[src/rtl/conv1d_window_ctrl_if.sv]
// rtl/conv1d_window_ctrl_if.sv - sample, weight, MAC and result signals of the conv1d window controller
interface conv1d_window_ctrl_if;
  logic               load_w;
  logic signed [7:0]  w_in;
  logic signed [15:0] bias_in;
  logic               restart;
  logic               x_valid;
  logic signed [7:0]  x_in;
  logic               x_ready;
  logic               mac_clear;
  logic               mac_valid;
  logic signed [7:0]  mac_w;
  logic signed [7:0]  mac_x;
  logic signed [15:0] mac_psum_in;
  logic signed [15:0] mac_psum_out;
  logic               y_valid;
  logic signed [15:0] y_out;

  modport master (
    output load_w, w_in, bias_in, restart, x_valid, x_in, mac_psum_out,
    input  x_ready, mac_clear, mac_valid, mac_w, mac_x, mac_psum_in, y_valid, y_out
  );

  modport slave (
    input  load_w, w_in, bias_in, restart, x_valid, x_in, mac_psum_out,
    output x_ready, mac_clear, mac_valid, mac_w, mac_x, mac_psum_in, y_valid, y_out
  );
endinterface

[src/rtl/conv1d_window_ctrl.sv]
// rtl/conv1d_window_ctrl.sv - K-tap sliding-window sequencer that streams taps into an external MAC
module conv1d_window_ctrl #(
  parameter int K = 3
) (
  input logic                 clk,
  input logic                 rst_n,
  conv1d_window_ctrl_if.slave bus
);
  localparam int PW = $clog2(K);
  localparam int CW = $clog2(K + 1);

  typedef enum logic [1:0] {IDLE, MAC, VALID, DONE} state_t;

  state_t            state;
  state_t            state_nxt;
  logic signed [7:0] w   [K];
  logic signed [7:0] win [K];
  logic [PW-1:0]     w_ptr;
  logic [PW-1:0]     tap;
  logic [CW-1:0]     fill_cnt;
  logic              idle_ready;
  logic              accept;

  // Weight loads and restarts take priority over samples in IDLE.
  assign idle_ready = (state == IDLE) && !bus.load_w && !bus.restart;
  assign accept     = idle_ready && bus.x_valid;

  always_ff @(posedge clk or negedge rst_n) begin
    if (!rst_n) state <= IDLE;
    else        state <= state_nxt;
  end

  always_comb begin
    state_nxt = state;
    case (state)
      IDLE:    if (accept && (fill_cnt >= CW'(K - 1))) state_nxt = MAC;
      MAC:     if (tap == PW'(K - 1)) state_nxt = VALID;
      VALID:   state_nxt = DONE;
      DONE:    state_nxt = IDLE;
      default: state_nxt = IDLE;
    endcase
  end

  always_comb begin
    bus.x_ready     = rst_n && idle_ready;
    bus.mac_clear   = 1'b0;
    bus.mac_valid   = 1'b0;
    bus.mac_w       = '0;
    bus.mac_x       = '0;
    bus.mac_psum_in = '0;
    case (state)
      MAC: begin
        bus.mac_w = w[tap];
        bus.mac_x = win[tap];
      end
      VALID: begin
        bus.mac_valid   = 1'b1;
        bus.mac_psum_in = bus.bias_in;
      end
      default: bus.mac_clear = 1'b1;
    endcase
  end

  always_ff @(posedge clk or negedge rst_n) begin
    if (!rst_n) begin
      for (int j = 0; j < K; j++) begin
        w[j]   <= '0;
        win[j] <= '0;
      end
      w_ptr       <= '0;
      fill_cnt    <= '0;
      tap         <= '0;
      bus.y_valid <= 1'b0;
      bus.y_out   <= '0;
    end else begin
      if ((state == IDLE) && bus.load_w) begin
        w[w_ptr] <= bus.w_in;
        w_ptr    <= (w_ptr == PW'(K - 1)) ? '0 : w_ptr + PW'(1);
      end else if ((state == IDLE) && bus.restart) begin
        for (int j = 0; j < K; j++) win[j] <= '0;
        fill_cnt <= '0;
      end else if (accept) begin
        for (int j = 0; j < K - 1; j++) win[j] <= win[j + 1];
        win[K-1] <= bus.x_in;
        if (fill_cnt != CW'(K)) fill_cnt <= fill_cnt + CW'(1);
      end
      tap         <= (state == MAC) ? tap + PW'(1) : '0;
      bus.y_valid <= (state == DONE);
      // The MAC output is registered, so it already holds bias + taps while in DONE.
      if (state == DONE) bus.y_out <= bus.mac_psum_out;
    end
  end
endmodule

[src/flat_wrapper.sv]
// flat-port wrapper written by rule: the top's interface ports become plain ports
module conv1d_window_ctrl_flat 
#(
  parameter int K = 3
)
  (clk, rst_n, bus_load_w, bus_w_in, bus_bias_in, bus_restart, bus_x_valid, bus_x_in, bus_mac_psum_out, bus_x_ready, bus_mac_clear, bus_mac_valid, bus_mac_w, bus_mac_x, bus_mac_psum_in, bus_y_valid, bus_y_out);
  conv1d_window_ctrl_if bus_i ();
  input logic clk;
  input logic rst_n;
  input wire logic [$bits(bus_i.load_w)-1:0] bus_load_w;
  input wire logic [$bits(bus_i.w_in)-1:0] bus_w_in;
  input wire logic [$bits(bus_i.bias_in)-1:0] bus_bias_in;
  input wire logic [$bits(bus_i.restart)-1:0] bus_restart;
  input wire logic [$bits(bus_i.x_valid)-1:0] bus_x_valid;
  input wire logic [$bits(bus_i.x_in)-1:0] bus_x_in;
  input wire logic [$bits(bus_i.mac_psum_out)-1:0] bus_mac_psum_out;
  output wire logic [$bits(bus_i.x_ready)-1:0] bus_x_ready;
  output wire logic [$bits(bus_i.mac_clear)-1:0] bus_mac_clear;
  output wire logic [$bits(bus_i.mac_valid)-1:0] bus_mac_valid;
  output wire logic [$bits(bus_i.mac_w)-1:0] bus_mac_w;
  output wire logic [$bits(bus_i.mac_x)-1:0] bus_mac_x;
  output wire logic [$bits(bus_i.mac_psum_in)-1:0] bus_mac_psum_in;
  output wire logic [$bits(bus_i.y_valid)-1:0] bus_y_valid;
  output wire logic [$bits(bus_i.y_out)-1:0] bus_y_out;
  assign bus_i.load_w = bus_load_w;
  assign bus_i.w_in = bus_w_in;
  assign bus_i.bias_in = bus_bias_in;
  assign bus_i.restart = bus_restart;
  assign bus_i.x_valid = bus_x_valid;
  assign bus_i.x_in = bus_x_in;
  assign bus_i.mac_psum_out = bus_mac_psum_out;
  assign bus_x_ready = bus_i.x_ready;
  assign bus_mac_clear = bus_i.mac_clear;
  assign bus_mac_valid = bus_i.mac_valid;
  assign bus_mac_w = bus_i.mac_w;
  assign bus_mac_x = bus_i.mac_x;
  assign bus_mac_psum_in = bus_i.mac_psum_in;
  assign bus_y_valid = bus_i.y_valid;
  assign bus_y_out = bus_i.y_out;
  conv1d_window_ctrl #(.K(K)) u_core (.clk(clk), .rst_n(rst_n), .bus(bus_i));
endmodule
[config.mk]
export PLATFORM = sky130hd
export DESIGN_NAME = conv1d_window_ctrl_flat
export DESIGN_NICKNAME = d
export VERILOG_FILES = /design/src/rtl/conv1d_window_ctrl_if.sv /design/src/rtl/conv1d_window_ctrl.sv /design/src/flat_wrapper.sv
export SDC_FILE = /design/constraint.sdc
export NUM_CORES = 1
export LEC_CHECK = 0
export ABC_AREA = 0
export CORE_UTILIZATION = 47
export DETAILED_ROUTE_END_ITERATION = 12
export GPL_TIMING_DRIVEN = 0
export PLACE_DENSITY_LB_ADDON = 0.2
export SLEW_MARGIN = 20
export SYNTH_ARGS = -nofsm -noshare
export SYNTH_HDL_FRONTEND = slang
export SYNTH_SLANG_ARGS = --single-unit
[constraint.sdc]
create_clock -name clk -period 2 [get_ports clk]
set_input_delay 0.4 -clock clk [delete_from_list [all_inputs] [get_ports clk]]
set_output_delay 0.4 -clock clk [all_outputs]
set_load 0.05 [all_outputs]
==> impl_results.md <==
- Outcome: finished with violations
- Violations in the final reports: negative setup slack
- Final core utilization: 0.7402
- Fraction of final layout cells with drive strength greater than 1: 0.3050
- Path class of the lowest-slack min-delay path: input pin to asynchronous set/reset pin
- Worst Setup Path Type: register to output port
- Synthesized-area fraction occupied by xor and xnor cells: 0
- Initial antenna violation count: 0
- Share of the cycle needed by the critical path after routing: 1.057
- Cell area power density: 1738 nW/um2
- Core region area: 6944 um2
- Unrepaired setup endpoints after global routing: yes
- Number of clock sinks: 73
- Final-report hold violation count: 0
- Site Rows: 30
- DRC violations left: 0
- Net total in the final layout: 515
- Library cells used by synthesis: 24
- Final routed wire length divided by cell count: 15.71 um
- Area growth from synthesis to layout: 48.68%
- Number of clock buffers inserted by TritonCTS: 9
- Standby leakage power: 2.318 nW
- Final setup violation count: 16
- Switching power total: 3.893 mW
- Antenna cells: 0
- Max-cap violations: 0
- Sequence of cells on the critical path: and2b_4 -> buf_6 -> nand2_2 -> o21ai_1 -> and2_1 -> buf_6
- Worst Hold Margin: 18.56 ps
- DIE HEIGHT: 87.77 um
- Crit path launch type: register
- Clock skew after layout: 8.531 ps
- Tmin final: 2113 ps
- Slowest Stage Delay on Critical Path: 440 ps
- Clock root buffer: sky130_fd_sc_hd__clkbuf_8
- Via count of the first global-routing pass: 2711
- Synthesized Nets: 382
- Critical Path End Type: output port
- Number of buffers on the longest clock path: 2
- Dominant register cell in the synthesized netlist: sky130_fd_sc_hd__dfrtp_1
- Synthesis Warnings: 0
- Buffers plus inverters on the worst setup path: 2
- Flop and latch count out of synthesis: 73
- Proportion of power drawn by flip-flops and latches: 0.293
- Clock-pin slew on the worst setup and hold paths: 80 ps
- Crit path DAT: 1710 ps
- Total via count after detailed routing: 2847
- Relative contribution of the clock network to total power: 0.154
- IO Pins: 105
- Insertion delay of the later-clocked pin in the worst-skew pair: 350 ps
- Initial Util: 0.4978
- Fraction of the mapped netlist area in simple logic gates: 0.1582
- Count of flip-flops with a built-in enable after synthesis: 0
- DRT Pass-1 Iters: 5
- Routed vias/inst: 5.130
- Critical path's top delay family: simple AND/OR/NAND/NOR gates
- Die W: 87.77 um
- Tightest slew margin relative to the limit: 0.6437
- DP HPWL: 5.749 mm
- Final number of max-transition violations: 0
- Port-buffer cells: 104
- Mapped Avg Cell Area: 10.77 um2
- Achievable clock frequency: 473.2 MHz
- Area share of fa/ha/maj cells after synthesis: 0.02895
- Synth async-reset ratio: 1.000
- Mux cell area share after synthesis: 0.1853
- Fin worst setup slack: -113.5 ps
- Overall die area: 7703 um2
- Complex-gate fraction of the synthesized area: 0.07094
- Design internal power: 5.039 mW
- Highest ir drop seen on vdd: 909.2 uV
- Total congestion overflow after global routing: 0
- Post-synthesis sequential area ratio: 0.5284
- Largest family of logic cells by synthesized area: multiplexers
- Weighted congestion at the end of routability-driven global placement: 0.7814
- Synth Cell Area: 3457 um2
- Drt initial violations: 177
- PnR Total Power: 8.932 mW
- Global Route Usage Sum: 0.2332
- Worst-Margin Slew: 534.5 ps
- Post-DRT Antenna Nets: 0
- Sw Ratio: 0.4358
- Pin count of the biggest net entering global routing: 50
- Wire length of the first global-routing pass: 13.38 mm
- Crit-path most repeated cell: sky130_fd_sc_hd__buf_6
- Worst EP required: 1600 ps
- Drt total wl: 8.718 mm
- CTS H-Tree Depth: 3
- Proportion of power drawn by combinational gates: 0.553
- CP max FO: 7
- Slowest cell on crit path: sky130_fd_sc_hd__dfrtp_2
- Number of instances in the synthesized netlist: 321
- TritonCTS clock tree: done
layer usage:
metal | GRT usage | share of wire | wire length (um) | up-vias
li1 | - | - | - | 1342
met1 | 0.3039 | 0.43 | 3733 | 1397
met2 | 0.3869 | 0.50 | 4391 | 97
met3 | 0.05844 | 0.057 | 499 | 11
met4 | 0.06706 | 0.011 | 93 | 0
met5 | 0 | 0 | 0 | -
synthesized netlist by cell type (3+ instances only):
master	instances	area, um2
sky130_fd_sc_hd__mux2_2	40	450.4
sky130_fd_sc_hd__mux2i_1	19	190.2
sky130_fd_sc_hd__and2_1	32	200.2
sky130_fd_sc_hd__dfrtp_1	73	1827
sky130_fd_sc_hd__o21ai_0	39	195.2
sky130_fd_sc_hd__clkbuf_1	9	33.78
sky130_fd_sc_hd__inv_1	7	26.28
sky130_fd_sc_hd__nand2_1	69	259.0
sky130_fd_sc_hd__buf_2	6	30.03
sky130_fd_sc_hd__nor2_1	3	11.26
sky130_fd_sc_hd__ha_1	8	100.1
cells by family (layout without fill, tap and decap cells):
logic type,after synthesis,count (layout)
AND/OR/NAND/NOR,112,112
flip-flops,73,73
multiplexers,59,59
AO/OA/AOI/OAI,46,46
buffers and inverters,23,161
adder cells (fa/ha/maj),8,8
worst reg2reg max path: cells and delay by family (launching register included):
family	cells	cell delay (ps)
buffers and inverters	2	250
and+or+nand+nor	2	550
muxes	1	400
adders and majority gates	1	170
DFF	1	420
metrics by stage:
| stage | cells | instance area (um2) | TNS (ps) | worst slack [ps] |
|---|---|---|---|---|
| finish | 555 | 5140 | -1144 | -113.5 |
| global route | 555 | 5140 | -2582 | -183.4 |
| CTS | 545 | 4977 | -3402 | -168.7 |
| detailed placement | 522 | 4646 | -16410 | -697.7 |
| global placement | 521 | 4621 | -165820 | -2976 |
| floorplan | 321 | 3460 | 0 | 32.17 |
final cells by class:
cell class	count	area, um2
flip-flops and latches	73	1828
fillers	468	1804
multi-input cells	225	1605
repair buffers	123	1231
clock buffers	12	165.2
well taps	96	120.1
plain buffers	15	90.09
clock inverters	4	73.82
inverters	7	26.28
flip-flops by register name (all words and copies together) (netlist names):
name,flops
u_core.w,24
u_core.win,24
u_core.bus.y_out,16
u_core.fill_cnt,2
u_core.state,2
u_core.tap,2
u_core.w_ptr,2
u_core.bus.y_valid,1
cells in the final DEF, fill, tap and decap left out, drive strengths merged:
cell type,n
o22ai,2
or3b,1
nand4b,1
ha,8
nand2,69
and3b,1
dlygate4sd3,1
a21o,1
nor2b,2
nor2,3
buf,60
o211ai,1
nor3,1
bufinv,2
o21ai,40
clkbuf,19
a22o,1
a21oi,1
clkinv,2
mux2,40
clkdlybuf4s50,68
and2,32
dfrtp,73
inv,7
mux2i,19
clkdlybuf4s15,2
and2b,2
power groups by stage:
stage          logic (mW)  registers, mW  clock network [mW]
5_1_grt              5.28           2.70                1.46
4_1_cts              4.67           2.59                1.38
6_report             4.94           2.62                1.37
3_3_place_gp         4.34           2.56                   0
3_5_place_dp         4.44           2.61                   0
2_1_floorplan        2.46           3.14                   0
repair_timing:
| item | CTS | global route |
|---|---|---|
| pin swaps | 20 | 15 |
| setup endpoints to repair | 35 | 35 |
| cloned | 1 | 0 |
| endpoints found under the hold margin | 25 | 12 |
| buffers inserted | 5 | 10 |
| resized for setup | 245 | 30 |
| hold buffers | 1 | 1 |
worst paths after layout:
check                                start              to  slack [ps]  depth (start not counted)
max                          u_core.tap[1]    bus_mac_w[5]        -110                          6
min                                  rst_n     u_core.w[5]          20                          2
max reg2reg                u_core.state[0]    u_core.w[18]         100                          6
min reg2reg                 u_core.win[17]  u_core.win[17]         490                          2
max in group asynchronous            rst_n   u_core.win[3]        1250                          3
min in group clk            u_core.win[17]  u_core.win[17]         490                          2
(Power assumes the default switching activity.)
